File: src/rtl/oam_dma_master.sv
// oam_dma_master
//   Sprite (OAM) DMA bus initiator. It snoops CPU writes for the trigger
//   register. On a hit, it stalls the CPU and copies LENGTH bytes from CPU page
//   {page,8'h00} to the PPU OAM data port. Each byte takes one read/write pair.
//
// Ports
//   clock      in   system clock, all state on posedge
//   reset      in   asynchronous, active-high
//   cpu_A      in   [15:0] snooped CPU address
//   cpu_D      in   [7:0]  snooped CPU write data (page number on trigger)
//   cpu_write  in   CPU write strobe
//   D_in       in   [7:0]  read data from the addressed responder
//   halt       out  CPU stall
//   drive      out  this block owns the shared bus
//   A          out  [15:0] bus address (0 when not driving)
//   D_out      out  [7:0]  bus write data (0 when not driving)
//   write      out  bus write strobe
//   busy       out  transfer in progress
//   done       out  one-cycle pulse after the last byte is written
module oam_dma_master #(
  parameter logic [15:0] TRIGGER_ADDR = 16'h4014,
  parameter logic [15:0] TARGET_ADDR  = 16'h2004,
  parameter int          LENGTH       = 256
) (
  input  logic        clock,
  input  logic        reset,
  input  logic [15:0] cpu_A,
  input  logic [7:0]  cpu_D,
  input  logic        cpu_write,
  input  logic [7:0]  D_in,
  output logic        halt,
  output logic        drive,
  output logic [15:0] A,
  output logic [7:0]  D_out,
  output logic        write,
  output logic        busy,
  output logic        done
);

  localparam logic [2:0] S_IDLE  = 3'd0;
  localparam logic [2:0] S_HALT  = 3'd1;
  localparam logic [2:0] S_ALIGN = 3'd2;
  localparam logic [2:0] S_READ  = 3'd3;
  localparam logic [2:0] S_WRITE = 3'd4;

  localparam logic [7:0] LAST_IDX = 8'(LENGTH - 1);

  logic [2:0] state_q, state_d;
  logic       parity_q, parity_d;
  logic [7:0] idx_q, idx_d;
  logic [7:0] page_q, page_d;
  logic [7:0] latch_q, latch_d;
  logic       done_q, done_d;
  logic       trigger_hit;

  assign trigger_hit = cpu_write && (cpu_A == TRIGGER_ADDR);

  always_comb begin
    state_d  = state_q;
    // Free-running get/put phase of the CPU. HALT uses it to decide
    // whether one extra alignment cycle is needed before the first read.
    parity_d = ~parity_q;
    idx_d    = idx_q;
    page_d   = page_q;
    latch_d  = latch_q;
    done_d   = 1'b0;
    case (state_q)
      S_IDLE: begin
        if (trigger_hit) begin
          page_d  = cpu_D;
          idx_d   = 8'd0;
          state_d = S_HALT;
        end
      end
      S_HALT:  state_d = parity_q ? S_ALIGN : S_READ;
      S_ALIGN: state_d = S_READ;
      S_READ: begin
        // Responder data is valid at the edge that ends the READ cycle.
        latch_d = D_in;
        state_d = S_WRITE;
      end
      S_WRITE: begin
        if (idx_q == LAST_IDX) begin
          state_d = S_IDLE;
          done_d  = 1'b1;
        end else begin
          // idx is 8 bits wide. It never carries into the page byte.
          idx_d   = idx_q + 8'd1;
          state_d = S_READ;
        end
      end
      default: state_d = S_IDLE;
    endcase
  end

  always_ff @(posedge clock or posedge reset) begin
    if (reset) begin
      state_q  <= S_IDLE;
      parity_q <= 1'b0;
      idx_q    <= 8'd0;
      page_q   <= 8'd0;
      latch_q  <= 8'd0;
      done_q   <= 1'b0;
    end else begin
      state_q  <= state_d;
      parity_q <= parity_d;
      idx_q    <= idx_d;
      page_q   <= page_d;
      latch_q  <= latch_d;
      done_q   <= done_d;
    end
  end

  // Outputs decode from registered state only. This keeps cpu_* off every
  // output path.
  assign halt  = (state_q != S_IDLE);
  assign busy  = (state_q != S_IDLE);
  assign drive = (state_q == S_READ) || (state_q == S_WRITE);
  assign write = (state_q == S_WRITE);
  assign done  = done_q;

  always_comb begin
    A     = 16'h0000;
    D_out = 8'h00;
    if (state_q == S_READ) begin
      A = {page_q, idx_q};
    end else if (state_q == S_WRITE) begin
      A     = TARGET_ADDR;
      D_out = latch_q;
    end
  end

endmodule

File: config.mk
export PLATFORM = sky130hd
export DESIGN_NAME = oam_dma_master
export DESIGN_NICKNAME = d
export VERILOG_FILES = /design/src/rtl/oam_dma_master.sv
export SDC_FILE = /design/constraint.sdc
export NUM_CORES = 1
export LEC_CHECK = 0
export BUFFER_PORTS_ARGS = -buffer_cell sky130_fd_sc_hd__buf_2
export CAP_MARGIN = 20
export CORE_AREA = 2 2 60 62
export CTS_CLUSTER_DIAMETER = 120
export DETAILED_ROUTE_END_ITERATION = 8
export DIE_AREA = 0 0 62 64
export PLACE_DENSITY_LB_ADDON = 0.05
export SYNTH_ARGS = -nofsm -noshare
export SYNTH_HDL_FRONTEND = slang
export SYNTH_SLANG_ARGS = --single-unit
File: constraint.sdc
create_clock -name clock -period 2.1 [get_ports clock]
set_input_delay 0.42 -clock clock [delete_from_list [all_inputs] [get_ports clock]]
set_output_delay 0.42 -clock clock [all_outputs]
set_load 0.03 [all_outputs]
; After elaboration in Yosys (flattened, before gate mapping)
; Cells that the tools add are included.
; W data, S select, Z words.
[classes]
add_sub_neg = 1
bitwise = 1
n_mux = 13
n_eq_ne = 8
n_reduce_logical = 7
[op_table]
columns = operator, count
row1 = $mux W8, 4
row2 = $eq A16 B15 Y1 const B, 1
row3 = $mux W16, 1
row4 = $pmux W8 S2, 1
row5 = $pmux W3 S5, 1
row6 = $mux W14, 1
row7 = $add A8 B1 Y8 const B, 1
row8 = $eq A8 B8 Y1 const B, 1
row9 = $eq A3 B2 Y1 const B, 2
row10 = $ne A2 B2 Y1 const B, 2
row11 = $eq A3 B1 Y1 const B, 1
row12 = $eq A3 B3 Y1 const B, 1
row13 = $logic_not A3 Y1, 1
row14 = $mux W1, 3
row15 = $mux W3, 1
row16 = $reduce_and A3 Y1, 1
row17 = $reduce_bool A3 Y1, 1
row18 = $mux W2, 1
row19 = $reduce_and A2 Y1, 1
row20 = $reduce_bool A2 Y1, 1
row21 = $logic_and A1 B1 Y1, 1
row22 = $logic_or A1 B1 Y1, 1
row23 = $not A1 Y1, 1
[totals]
elab_cells = 36
regBits = 29
out_inout_bits = 29
inputBits = 35

; Longest topological paths before layout
[depth]
word_depth = 4
depth_mapped = 8
ltp_nobuf = 5

; Worst setup path after synthesis
; No wires, ideal clock.
[synth_timing]
path_type = register to output
from = register state_q[2]
to = output port D_out[0]
stages_incl_launch_ff = 7
arrival_ns = 1.996
n_path_buf = 3
setup_slack_ns = -0.316
required_ns = 1.680
path_cell_list = dfrtp_1 > clkbuf_2 > or3b_2 > buf_2 > inv_1 > clkbuf_1 > and2_1
[synth_via]
elab_chain_len = 3
elab_cells_between_ends = 4
cone_classes = eq/ne (2) / mux (2)
[synth_rtl]
columns = element, line_no
row1 = from (decl), 48  ; logic [2:0] state_q, state_d;
row2 = from (signal assigned), 105  ; state_q <= state_d;
row3 = $eq A3 B3 Y1, n/a
row4 = net write, 35  ; output logic write,
row5 = $mux W8, 127  ; end else if (state_q == S_WRITE) begin
row6 = $mux W8, 125  ; if (state_q == S_READ) begin
row7 = to (decl), 34  ; output logic [7:0] D_out,
; The timed path passes the listed nets, and every way through them passes these cells.

; Worst setup path in the final report
[layout_timing]
from = register state_q[1]
to = output port D_out[0]
[layout_via]
elab_chain_len = 3
elab_cells_between_ends = 4
cone_classes = eq/ne (2) / mux (2)
[layout_rtl]
columns = element, line_no
row1 = $eq A3 B3 Y1, 127
row2 = $mux W8, 127
row3 = $mux W8 *, 125
; Every way passes the cells marked *; elsewhere a longest branch is shown, timed or not.

==> run metrics <==
Critical Path Start Type register; most frequent cells in the layout 55 x buf_2, 29 x dfrtp_1, 18 x buf_4; Setup CP Type register to output port; Initial Utilization 46.4%; H-tree depth 2; Syn Nets approximately 180; CP Cell Sequence or3b_4 > clkinvlp_4 > and2_2 > buf_4; Rows 21; Clock transition at path regs 100 ps; Vias/cell about 4.9; final number of hold-violating endpoints 0; Die Ht between 60 and 70 um; CTS tree done; Mapped Area 0.00152 mm^2; Max Freq 0.498 GHz; CP required 1680 ps; CTS Root Cell clkbuf_4; Worst Max-Slew Pin Slew 360 ps; synth warn 0; PwrDens approximately 1300 mW/mm^2; Arr. time, crit path about 1600 ps; VDD IR max 0.503 mV; Vias around 1,300; cts bufs inserted 5; Max FO, Critical Path 6; gr usage total between 10% and 20%; DP HPWL 2.37 mm; antenna violations before repair 0; P_leak approximately 1.1 nW; Placer Congestion roughly 0.73; drt pass-1 iters 4; I/O pin total 64; Worst Hold Class primary input to asynchronous set/reset pin; Post-Layout Cell Count about 270; Buffers on Ports 63; WL final approximately 3.3 mm; Final ANT Viol Nets 0; number of remaining DRC errors 0; global-route wire length before repair ~5.6 mm; layout cells sized above 1 roughly 52%; crit path time final about 2000 ps; vias in the first global route ~1,300; max cap viols 0; die width between 60 and 70 um; full die area around 0.004 mm^2; WL/cell 12.2 um; Clk Latency, worst-skew pair 320 ps; Seq cells post-synth 29; syn_area_per_cell 10.4 um^2; Seq/Total Area, Yosys between 40% and 50%; CP endpoint kind output port; Iter 0 DRT Violations 32; CP top delay family simple AND/OR/NAND/NOR gates; largest net degree at the start of global routing 30; maximum root-to-sink buffer count 2; final number of max-transition violations 0; core area about 0.0033 mm^2; Cells after Synth ~150; Tot Pwr between 0.002 and 0.003 W; Slew headroom between 70% and 80%; skew final 5.27 ps; final-report setup violation count 0; outcome finished clean; Critical-path top delay cell or3b_4; Worst Path Buf+Inv 2; Syn-to-layout area delta 38.0%; Yosys cell types 34; commonest non-fill, non-tap cell in the layout buf_2; final worst-path cycle share 95.5%; Inserted Diodes 0; total congestion overflow 0; Inst Count DP around 260; clock sink count 29; Filler cells between 200 and 300; fin nets ~260; peak per-stage delay on the critical path around 450 ps
-- final cells by class --
type                    count  area [um^2]  share of cell area (%)
multi-input cells         103          741                    35.3
flip-flops and latches     29          726                    34.5
repair buffers             76          440                    21.0
clock inverters             3         65.1                    3.10
well taps                  46         57.6                    2.74
clock buffers               5         37.5                    1.79
inverters                   6         26.3                    1.25
repair inverters            1         7.51                   0.357
-- where the power goes --
group / switching, W / total (W) / internal (W)
Sequential: 0.000132 / 0.000868 / 0.000736
Clock: 0.000197 / 0.000565 / 0.000368
Combinational: 0.000694 / 0.00121 / 0.000512
-- synthesized netlist by cell type --
library cell  count  area share (%)
ha_1              1            0.82
o211ai_1          6             3.0
mux2_4            4             3.9
o21bai_1          1            0.49
nand2b_1          1            0.41
and2_1           22             9.0
or3_1             1            0.41
nor2_4            1            0.74
clkbuf_1          3            0.74
nand2_1          16             3.9
or4_4             1            0.74
o21ai_0           8             2.6
or4b_4            1            0.90
mux2_2           13             9.6
o22ai_1           1            0.41
nor4_1            1            0.41
buf_2             2            0.66
xnor2_1           1            0.58
nor2_1            3            0.74
inv_1             6             1.5
buf_8             1            0.99
or4_1             1            0.49
buf_4             1            0.49
nor3_1            4             1.3
or3b_2            1            0.58
dfrtp_1          29              48
clkbuf_2          1            0.33
a211oi_1          1            0.49
nand3_1           2            0.66
and3_1            2            0.82
nand4_1           4             1.6
nor2b_1           3             1.2
nand3b_1          2            0.99
nor4bb_1          1            0.66
-- logic make-up after synthesis --
kind of cell	count (synthesis)	share of synthesized area, %
xor+xnor	1	0.575
flops	29	47.7
fa+ha+maj	1	0.822
simple gates	67	25.7
mux	17	13.6
compound gates	17	6.98
buf+inv	14	4.68
-- metal layers --
| layer | vias to the layer above | part of all wire, % | GRT usage (%) |
|---|---|---|---|
| met1 | 620 | 41 | 23.0 |
| met3 | 4 | 7.0 | 4.05 |
| met2 | 52 | 50 | 30.7 |
| met5 | - | 0 | 0 |
| li1 | 653 | - | - |
| met4 | 0 | 1.2 | 7.18 |
-- tightest hold or removal path, cell delays in order --
cell,delay (ps)
buf_2,90
inv_1,40
buf_4,330
-- per-stage QoR --
step	hold slack [ps]	setup WS (ps)	cell area (um^2)	TNS, ps	utilization, %
floorplan	389	-8.36	1540	-33.4	-
global placement	402	-150	1950	-1500	59.3
detailed placement	405	-187	1950	-1950	59.3
CTS	141	30.8	2070	0	62.9
global route	177	-5.49	2100	-5.49	64.0
finish	139	93.9	2100	0	64.0
-- final timing paths --
kind / cells past startpoint / startpoint / slack, ps / end
worst min-delay path: 3 / reset / 140 / page_q[3]
worst min register to register: 1 / parity_q / 420 / parity_q
max in group asynchronous: 3 / reset / 1690 / page_q[2]
min in group clock: 2 / cpu_D[3] / 320 / page_q[3]
worst max-delay path: 4 / state_q[1] / 90 / D_out[0]
worst max register to register: 4 / state_q[2] / 240 / page_q[4]
-- flip-flops by register name, summed over array words and instances (netlist names) --
name,count
parity_q,1
done,1
page_q,8
latch_q,8
idx_q,8
state_q,3
-- what timing repair did --
| action | CTS | global route |
|---|---|---|
| setup buffers | 0 | 1 |
| resized for setup | 4 | 16 |
| pin swaps | 0 | 1 |
| setup endpoints to repair | 10 | 15 |
| cloned | 1 | 0 |
| hold buffers | 0 | 0 |
(Power assumes the default switching activity.)
